--- src/rtl/scan_loader.sv ---
// Serial scan-chain host: streams BUFFER_SIZE bytes into one pattern buffer, MSB first.
// Optional SCAN_READBACK_EN captures the displaced old image from sout as a byte stream.
module scan_loader #(
  parameter int unsigned BUFFER_SIZE  = 32,
  parameter int unsigned BUFFER_WIDTH = 8,
  parameter int unsigned NO_BUFS      = 8
) (
  input  logic                       clk,
  input  logic                       rst,
  input  logic                       start,
  input  logic [$clog2(NO_BUFS)-1:0] addr,
  output logic                       busy,
  output logic                       done,
  input  logic [BUFFER_WIDTH-1:0]    wr_data,
  input  logic                       wr_valid,
  output logic                       wr_ready,
  output logic [BUFFER_WIDTH-1:0]    rd_data,
  output logic                       rd_valid,
  output logic                       sclk,
  output logic                       sin,
  output logic                       ssel,
  output logic [$clog2(NO_BUFS)-1:0] saddr,
  input  logic                       sout
);

  localparam int unsigned AddrW = $clog2(NO_BUFS);
  localparam int unsigned CntW  = $clog2(BUFFER_SIZE);
  localparam int unsigned BitW  = $clog2(BUFFER_WIDTH);
  localparam int unsigned Bw    = BUFFER_WIDTH;

  localparam logic [CntW-1:0] LastByte = CntW'(BUFFER_SIZE - 1);
  localparam logic [BitW-1:0] LastBit  = BitW'(BUFFER_WIDTH - 1);

  typedef enum logic [1:0] {StIdle, StLoad, StShift, StDone} state_e;

  state_e          state_q, state_d;
  logic [CntW-1:0] byte_cnt_q, byte_cnt_d;
  logic [BitW-1:0] bit_cnt_q, bit_cnt_d;
  logic            phase_q, phase_d;
  logic [Bw-1:0]   shreg_q, shreg_d;
  logic            sin_q, sin_d;
  logic            sclk_q, sclk_d;
  logic            ssel_q, ssel_d;
  logic [AddrW-1:0] saddr_q, saddr_d;

  always_comb begin
    state_d    = state_q;
    byte_cnt_d = byte_cnt_q;
    bit_cnt_d  = bit_cnt_q;
    phase_d    = phase_q;
    shreg_d    = shreg_q;
    sin_d      = sin_q;
    saddr_d    = saddr_q;

    unique case (state_q)
      StIdle: begin
        if (start) begin
          state_d    = StLoad;
          saddr_d    = addr;
          byte_cnt_d = '0;
        end
      end
      StLoad: begin
        if (wr_valid) begin
          state_d   = StShift;
          shreg_d   = wr_data;
          sin_d     = wr_data[Bw-1];
          bit_cnt_d = '0;
          phase_d   = 1'b0;
        end
      end
      StShift: begin
        if (!phase_q) begin
          phase_d = 1'b1;
        end else begin
          phase_d = 1'b0;
          if (bit_cnt_q == LastBit) begin
            if (byte_cnt_q == LastByte) begin
              state_d = StDone;
            end else begin
              byte_cnt_d = byte_cnt_q + CntW'(1);
              state_d    = StLoad;
            end
          end else begin
            // shreg[Bw-1] is the bit on the wire; the next one sits just below it
            bit_cnt_d = bit_cnt_q + BitW'(1);
            sin_d     = shreg_q[Bw-2];
            shreg_d   = {shreg_q[Bw-2:0], 1'b0};
          end
        end
      end
      StDone: state_d = StIdle;
      default: state_d = StIdle;
    endcase

    // Scan pins are registered copies of what the next state implies
    sclk_d = (state_d == StShift) && phase_d;
    ssel_d = (state_d == StLoad) || (state_d == StShift);
  end

  always_ff @(posedge clk) begin
    if (rst) begin
      state_q    <= StIdle;
      byte_cnt_q <= '0;
      bit_cnt_q  <= '0;
      phase_q    <= 1'b0;
      shreg_q    <= '0;
      sin_q      <= 1'b0;
      sclk_q     <= 1'b0;
      ssel_q     <= 1'b0;
      saddr_q    <= '0;
    end else begin
      state_q    <= state_d;
      byte_cnt_q <= byte_cnt_d;
      bit_cnt_q  <= bit_cnt_d;
      phase_q    <= phase_d;
      shreg_q    <= shreg_d;
      sin_q      <= sin_d;
      sclk_q     <= sclk_d;
      ssel_q     <= ssel_d;
      saddr_q    <= saddr_d;
    end
  end

  assign busy     = (state_q != StIdle);
  assign done     = (state_q == StDone);
  assign wr_ready = (state_q == StLoad);
  assign sclk     = sclk_q;
  assign sin      = sin_q;
  assign ssel     = ssel_q;
  assign saddr    = saddr_q;

`ifdef SCAN_READBACK_EN
  logic [Bw-1:0] cap_q;
  logic [Bw-1:0] rd_data_q;
  logic          rd_valid_q;

  // sout is taken on the edge that ends phase 0, i.e. as sclk rises
  always_ff @(posedge clk) begin
    if (rst) begin
      cap_q      <= '0;
      rd_data_q  <= '0;
      rd_valid_q <= 1'b0;
    end else begin
      rd_valid_q <= 1'b0;
      if (state_q == StShift && !phase_q) begin
        cap_q <= {cap_q[Bw-2:0], sout};
        if (bit_cnt_q == LastBit) begin
          rd_data_q  <= {cap_q[Bw-2:0], sout};
          rd_valid_q <= 1'b1;
        end
      end
    end
  end

  assign rd_data  = rd_data_q;
  assign rd_valid = rd_valid_q;
`else
  logic unused_sout;
  assign unused_sout = sout;
  assign rd_data     = '0;
  assign rd_valid    = 1'b0;
`endif

endmodule

--- config.mk ---
export PLATFORM = sky130hd
export DESIGN_NAME = scan_loader
export DESIGN_NICKNAME = d
export VERILOG_FILES = /design/src/rtl/scan_loader.sv
export SDC_FILE = /design/constraint.sdc
export NUM_CORES = 1
export LEC_CHECK = 0
export BUFFER_PORTS_ARGS = -buffer_cell sky130_fd_sc_hd__buf_2
export CAP_MARGIN = 30
export CORE_MARGIN = 2
export CORE_UTILIZATION = 45
export CTS_BUF_LIST = sky130_fd_sc_hd__clkbuf_8
export CTS_CLUSTER_DIAMETER = 40
export CTS_CLUSTER_SIZE = 28
export DETAILED_ROUTE_END_ITERATION = 6
export HOLD_SLACK_MARGIN = 0.05
export PLACE_DENSITY = 0.78
export SLEW_MARGIN = 20
export SYNTH_ARGS = -nofsm -noshare
export SYNTH_HDL_FRONTEND = slang
export SYNTH_SLANG_ARGS = --single-unit
--- constraint.sdc ---
create_clock -name clk -period 2.6 [get_ports clk]
set_input_delay 0 -clock clk [delete_from_list [all_inputs] [get_ports clk]]
set_output_delay 0 -clock clk [all_outputs]
set_load 0.01 [all_outputs]
## Word level (Yosys, flattened, before mapping)

Index checks and enable logic that the tools add are counted.

- $add $sub $neg: 2
- Multiplexer cells: 26
- Reduce and logical (&&, ||, !) cells: 9
- Eq/ne operators: 13

Operators by type and width:

| operator | number |
|---|---|
| 7-bit two-way mux | 3 |
| 5-bit two-way mux | 4 |
| 7-bit case mux with 2 select lines | 1 |
| 2-bit inequality test, second input constant | 6 |
| 2-bit two-way mux | 5 |
| 5-bit case mux with 2 select lines | 1 |
| 3-bit two-way mux | 3 |
| 2-bit case mux with 4 select lines | 1 |
| 2-bit equality test, second input constant | 3 |
| 3-bit case mux with 2 select lines | 1 |
| 2-bit nonzero test | 3 |
| 5-bit by 1-bit adder with 5-bit output, second input constant | 1 |
| 5-bit equality test, second input constant | 1 |
| 1-bit two-way mux | 5 |
| 5-bit AND reduction | 1 |
| 2-bit by 1-bit equality test with 1-bit output, second input constant | 2 |
| 1-bit case mux with 2 select lines | 2 |
| 4-bit AND reduction | 1 |
| 3-bit by 1-bit adder with 3-bit output, second input constant | 1 |
| 3-bit equality test, second input constant | 1 |
| 2-bit logical NOT | 1 |
| 2-bit AND reduction | 1 |
| 1-bit logical AND | 1 |
| 1-bit logical OR | 1 |

- Output and inout bits: 18
- Register bits: 24
- Bits of input ports: 16

## Longest topological paths before layout

Gate-level depths: netlist of the first run.

- Depth in word-level cells: 7
- Depth in mapped cells: 9
- Mapped depth without buffers: 9

## Worst setup path before layout of the first run

No wires, ideal clock.

- Path kind: register to register
- From: register state_q[1]
- To: register sclk_q (netlist: sclk)
- Path slack: 740 ps
- Clock period less this slack: 1,860 ps
- Data required time: 2,514 ps
- Path buffers: 1
- Setup time: 86 ps
- Data arrival time: 1,774 ps
- Stages on the path, launching flop included: 10
- Cell sequence: dfxtp_1 inv_1 ha_1 and2b_4 buf_2 o31ai_1 and3_1 ha_1 inv_1 a211oi_1

- Elaborated cells between the ends (all ways): 12

RTL lines:

| element | RTL line | text |
|---|---|---|
| from (decl) | 36 | `state_e state_q, state_d;` |
| from (signal assigned) | 103 | `state_q <= StIdle;` |
| from (signal assigned) | 113 | `state_q <= state_d;` |
| 2-bit by 1-bit equality test with 1-bit output * | n/a |  |
| via wr_ready | 16 | `output logic wr_ready,` |
| 2-bit case mux with 4 select lines | 55 | `unique case (state_q)` |
| 2-bit equality test | 97 | `sclk_d = (state_d == StShift) && phase_d;` |
| 1-bit logical AND * | 97 |  |
| to (signal assigned) | 119 | `sclk_q <= sclk_d;` |
| to (decl) | 42 | `logic sclk_q, sclk_d;` |

Mark *: on every way through the listed nets, which the timed path passes. The rest lies on a longest branch.
A chain may end at the register's enable or synchronous reset.

## Worst setup path after layout of the first run

- From: register state_q[0]
- To: register sin_q (netlist: sin)

- Word-level cells in the longest chain between the ends: 3
- Elaborated cells between the ends (all ways): 8

RTL lines:

| element | RTL line | text |
|---|---|---|
| 2-bit equality test or 2-bit by 1-bit equality test with 1-bit output (tied branches) | 55 |  |
| 2-bit inequality test (no line) or 2-bit nonzero test (tied branches) | n/a |  |
| 4-bit AND reduction (no line) | n/a |  |
| to (signal assigned) | 118 | `sin_q <= sin_d;` |
| to (decl) | 41 | `logic sin_q, sin_d;` |

Parallel ways exist; a longest one is shown, timed or not.

==> key figures, run 1 <==
Outcome
  • Status: finished, final reports clean

Drt
  • Routed vias: 1127
  • DRC viols: 0
  • First-pass DRT Iterations: 4
  • Initial DRC count: 49
  • Detailed-route vias per instance: 5.031
  • Final ANT Viol Nets: 0
  • Final WL: 2.649 mm
  • Average wire per standard cell: 11.83 µm

Floorplan
  • Ports: 34
  • Core ar.: 0.003284 mm²
  • Total die area: 0.003829 mm²
  • Die Y: 61.88 µm
  • Starting Density: 0.4590
  • Row cnt: 21
  • Die W: 61.88 µm

Clock tree
  • Total clock sinks: 24
  • CTS tree: built
  • Worst-Skew Late Latency: 260 ps
  • Resized cells post-CTS: 0
  • CTS buffer count: 3
  • H-tree levels: 1
  • Max Root-Sink Buffers: 2
  • Postcts setup bufs: 0
  • # hold bufs at CTS: 4
  • Clock slew seen by the registers of the worst setup and hold paths: 80 ps
  • Clk root buf: clkbuf_8

Placed design
  • PortBufs: 23
  • Final GP Congestion: 0.7582
  • HPWL after DPL: 1.932 mm
  • Placement Setup Slack: 650.3 ps

Final layout
  • Layout cell share with drive strength beyond 1: 0.2584
  • Nets: 205
  • Area Overhead vs Synth: 11.95%
  • Core Util, Final: 0.5139
  • Ant. Diodes: 0

Critical path
  • CP Max Fanout: 11
  • Worst reg-to-reg setup slack: 620 ps
  • Data required, critical path: 2770 ps
  • Reg2reg path depth: 5
  • Setup CP Type: flip-flop to flip-flop
  • Kind of end point of the critical path: flip-flop
  • Reg-to-Reg Start: state_q[0]
  • Worst R2R End: sin
  • Worst Path Arrival: 2150 ps
  • Startpoint types: flip-flop

Global route
  • First-pass GRT wire length: 4.305 mm
  • Vias in the first global route: 1056
  • Largest net degree at the start of global routing: 34
  • GRT Overall Usage: 0.1480
  • Initial antenna violation count: 0
  • Grt total ovfl: 0

Timing
  • Final setup vio count: 0
  • Hold Fails Final Rpt: 0
  • Crit path time final: 1982 ps
  • Final slew viol count: 0
  • Final hold slack: 79.66 ps
  • Final worst slack: 617.8 ps
  • Tcrit/Tclk final: 0.7624
  • RSZ-0062 raised after global routing: no
  • Clock Skew: 2.786 ps
  • Total negative setup slack: 0 ps
  • Highest clock rate: 0.5045 GHz

Synth
  • Synth top area share: 0.3187
  • Top cells by count, synth: 24 x dfxtp_1, 15 x a211oi_1, 13 x inv_1, 11 x nand3b_1, 10 x ha_1
  • Largest cells by area after synthesis: dfxtp_1 32%, ha_1 8.3%, a211oi_1 7.5%
  • Cell count after synthesis: 155
  • Cell Area, Synth: 0.001508 mm²
  • Post-synth cell types: 36
  • Cell taking the most area after synthesis: dfxtp_1
  • Synth Flop Type: dfxtp_1
  • Syn_area_per_cell: 9.727 µm²
  • Synth Register Bits: 24
  • Seq/Total Area, Yosys: 0.3187
  • Synth Warn #: 0
  • Post-synthesis async set-or-reset flop share: 0
  • Post-synth EDFFs: 0
  • Most frequent cell after synthesis: dfxtp_1

Pwr
  • Leak pwr: 0.7337 nW
  • Power Total: 1.004 mW
  • Total power divided by cell area: 595.1 mW/mm²
  • Maximum vdd ir drop: 0.2556 mV

Worst hold path
  • Hold Crit Depth: 3
  • Min-delay src: start
  • Endpoint, Worst Hold: saddr[2]
  • Hold crit path type: input port to flip-flop

Job
  • Max-cap violations: 0
[cell families (layout without fill, tap and decap cells)]
kind of cell               after synthesis  count (layout)  synth area share
and+or+nand+nor                         40              40            0.1867
buffers and inverters                   31              46            0.1203
other                                    1               9          0.002487
AOI/OAI and AO/OA                       32              32            0.1676
DFF                                     24              24            0.3187
muxes                                   17              17            0.1212
adders and majority gates               10              10           0.08299
[where the power goes]
group | internal [mW] | switching [mW]
registers | 0.410 | 0.0279
logic | 0.144 | 0.173
clock network | 0.135 | 0.114
[per-stage QoR]
stage                     instances  cell area, µm²
final                           224            1688
after global routing            224            1688
after CTS                       224            1688
after detailed placement        216            1593
after global placement          216            1593
after floorplan                 163            1538
[layout by cell type, fill, tap and decap left out, types with 2 or more instances in the layout]
cell           count
buf_2             23
mux2i_1            9
nand3b_1          11
nand2b_1           6
dlygate4sd3_1      4
or3b_1             4
conb_1             9
clkbuf_8           4
nor2_1             3
inv_1             13
nand2_1            5
nand3_1            4
and3_1             2
buf_4              2
dfxtp_1           24
nand3b_4           2
a21oi_1            4
mux2_2             7
a211oi_1          15
ha_1              10
a211oi_2           2
[layout make-up]
cell class	instances	area, µm²
fillers	309	1597
multi-input cells	108	875.8
flip-flops and latches	24	480.5
repair buffers	29	170.2
well taps	46	57.56
clock buffers	4	55.05
inverters	13	48.80
[metal layers]
layer / vias up / GRT usage / share of wire
met5: - / 0 / 0
met4: 0 / 0.05167 / 0.015
met3: 4 / 0.04348 / 0.026
met2: 21 / 0.2647 / 0.49
met1: 527 / 0.1669 / 0.47
li1: 575 / - / -
[how the worst max path moves through the flow]
stage | to | start
3_3_place_gp | shreg_q[2] | state_q[1]
4_1_cts | sin | state_q[0]
3_5_place_dp | sin | state_q[0]
2_1_floorplan | sclk | state_q[1]
6_report | sin | state_q[0]
5_1_grt | sin | state_q[0]
[sequential cells by signal, indices dropped and copies added, names as in the netlist]
register	count
shreg_q	7
byte_cnt_q	5
bit_cnt_q	3
saddr	3
state_q	2
phase_q	1
sclk	1
sin	1
ssel	1
[critical path, stage by stage (launching register included)]
cell and delay [ps]:
dfxtp_1 420, inv_1 90, ha_1 370, nand2b_1 420, a21o_4 330, a211oi_1 260
Power figures use the tool's default switching activity.
==> run 2, diff against run 1 <==
==> constraint.sdc (replaced) <==
create_clock -name clk -period 2 [get_ports clk]
set_input_delay 0 -clock clk [delete_from_list [all_inputs] [get_ports clk]]
set_output_delay 0 -clock clk [all_outputs]
set_load 0.01 [all_outputs]
==> key figures, run 2 (synthesized netlist as in run 1, its figures left out) <==
Final layout
  • Ant. Diodes: 0
  • Fin cells: 227
  • Biggest regs: shreg_q x7, byte_cnt_q x5
  • Commonest non-fill, non-tap cell in the layout: dfxtp_1
  • Post-route cell area: 0.001727 mm²
  • Largest reg by FF count: shreg_q
  • Layout cell share with drive strength beyond 1: 0.2707
  • Most frequent cells in the layout: 24 x dfxtp_1, 23 x buf_2, 15 x a211oi_1, 13 x inv_1, 11 x nand3b_1
  • Area Overhead vs Synth: 14.52%
  • Max reg flops: 7
  • Nets: 208

Global route
  • Largest net degree at the start of global routing: 34
  • First-pass GRT wire length: 4.146 mm
  • Vias in the first global route: 944
  • Grt total ovfl: 0
  • GRT Overall Usage: 0.1428
  • Initial antenna violation count: 0

Timing
  • Final slew viol count: 0
  • Tcrit/Tclk final: 0.9461
  • Final setup vio count: 0
  • Total negative setup slack: 0 ps
  • Crit path time final: 1892 ps
  • RSZ-0062 raised after global routing: no
  • Hold Fails Final Rpt: 0
  • Clock Skew: 6.285 ps
  • Final hold slack: 66.18 ps
  • Highest clock rate: 0.5285 GHz

Clock tree
  • Resized cells post-CTS: 0
  • Worst-Skew Late Latency: 270 ps
  • Postcts setup bufs: 0
  • H-tree levels: 1
  • CTS buffer count: 3
  • Clock slew seen by the registers of the worst setup and hold paths: 90 ps
  • Clk root buf: clkbuf_8
  • Total clock sinks: 24
  • CTS tree: built
  • Max Root-Sink Buffers: 2
  • # hold bufs at CTS: 4

Job
  • Max-cap violations: 0

Drt
  • DRC viols: 0
  • Final WL: 2.601 mm
  • Routed vias: 1103
  • Detailed-route vias per instance: 4.859
  • First-pass DRT Iterations: 4
  • Average wire per standard cell: 11.46 µm
  • Initial DRC count: 73
  • Final ANT Viol Nets: 0

Placed design
  • Cell total after placement: 219
  • PortBufs: 23
  • Final GP Congestion: 0.7111
  • HPWL after DPL: 1.897 mm
  • Cell Area, Placed: 0.001615 mm²

Pwr
  • Sequential Power Share: 0.399
  • Net Switching: 0.4191 mW
  • Combinational Power Share: 0.303
  • Clock share of power: 0.298
  • Total power divided by cell area: 823.2 mW/mm²
  • Maximum vdd ir drop: 0.3382 mV
  • Sw frac: 0.2949
  • Leak pwr: 0.7558 nW
  • P_int: 1.002 mW

Critical path
  • Kind of end point of the critical path: flip-flop
  • Reg-to-Reg Start: byte_cnt_q[0]
  • CP Max Fanout: 4
  • Worst Path Arrival: 2040 ps
  • Setup CP Type: flip-flop to flip-flop
  • Data required, critical path: 2150 ps
  • Startpoint types: flip-flop
  • CP startpoint: byte_cnt_q[0]

Floorplan
  • Die Y: 61.88 µm
  • Starting Density: 0.4590
  • Core ar.: 0.003284 mm²
  • Ports: 34
  • Total die area: 0.003829 mm²
  • Row cnt: 21
  • Die W: 61.88 µm

Outcome
  • Status: finished, final reports clean

Worst hold path
  • Hold crit path type: input port to flip-flop
  • Min-delay src: start
[run 2: changes by cell type in the layout (fill, tap and decap cells not counted)]
| cell | delta |
|---|---|
| buf_4 | +3 |
| bufinv_16 | +1 |
| clkbuf_8 | -1 |
[run 2: stage by stage]
step | power [mW] | worst slack [ps] | utilization
after floorplan | 0.9269 | 140.5 | -
after global placement | 0.9914 | 204.9 | 0.4918
after detailed placement | 1.001 | 141.9 | 0.4918
after CTS | 1.431 | 113.4 | 0.5257
after global routing | 1.515 | 20.34 | 0.5257
final | 1.421 | 107.8 | 0.5257
[run 2: power groups by stage]
stage | registers, mW | clock network [mW] | logic, mW
global route | 0.575 | 0.456 | 0.484
global placement | 0.575 | 0 | 0.417
floorplan | 0.579 | 0 | 0.348
CTS | 0.566 | 0.432 | 0.432
finish | 0.567 | 0.424 | 0.431
detailed placement | 0.577 | 0 | 0.423
[run 2: per-layer routing]
metal	vias to the layer above	part of all wire	track usage
met4	0	0.0073	0.03647
met3	2	0.025	0.03106
li1	585	-	-
met2	17	0.46	0.2286
met5	-	0	0
met1	499	0.51	0.1952
[run 2: critical path, stage by stage (launching register included)]
cell and delay, ps:
dfxtp_1 350, ha_1 210, and3_1 180, ha_1 200
and3_2 220, o21ai_1 180, a22oi_1 120, ha_1 280
nor2_1 40
[run 2: final timing paths]
kind | to | slack, ps | cells after the start
max | ssel | 110 | 8
min | saddr[0] | 70 | 3
min reg2reg | saddr[0] | 460 | 2
max reg2reg | ssel | 110 | 8
[run 2: cell type report]
type	count	area, µm²
Clock buffer	3	41.29
Multi-Input combinational cell	108	875.8
Sequential cell	24	480.5
Timing Repair Buffer	32	192.7
Fill cell	291	1558
Clock inverter	1	30.03
Inverter	13	48.80
Tap cell	46	57.56
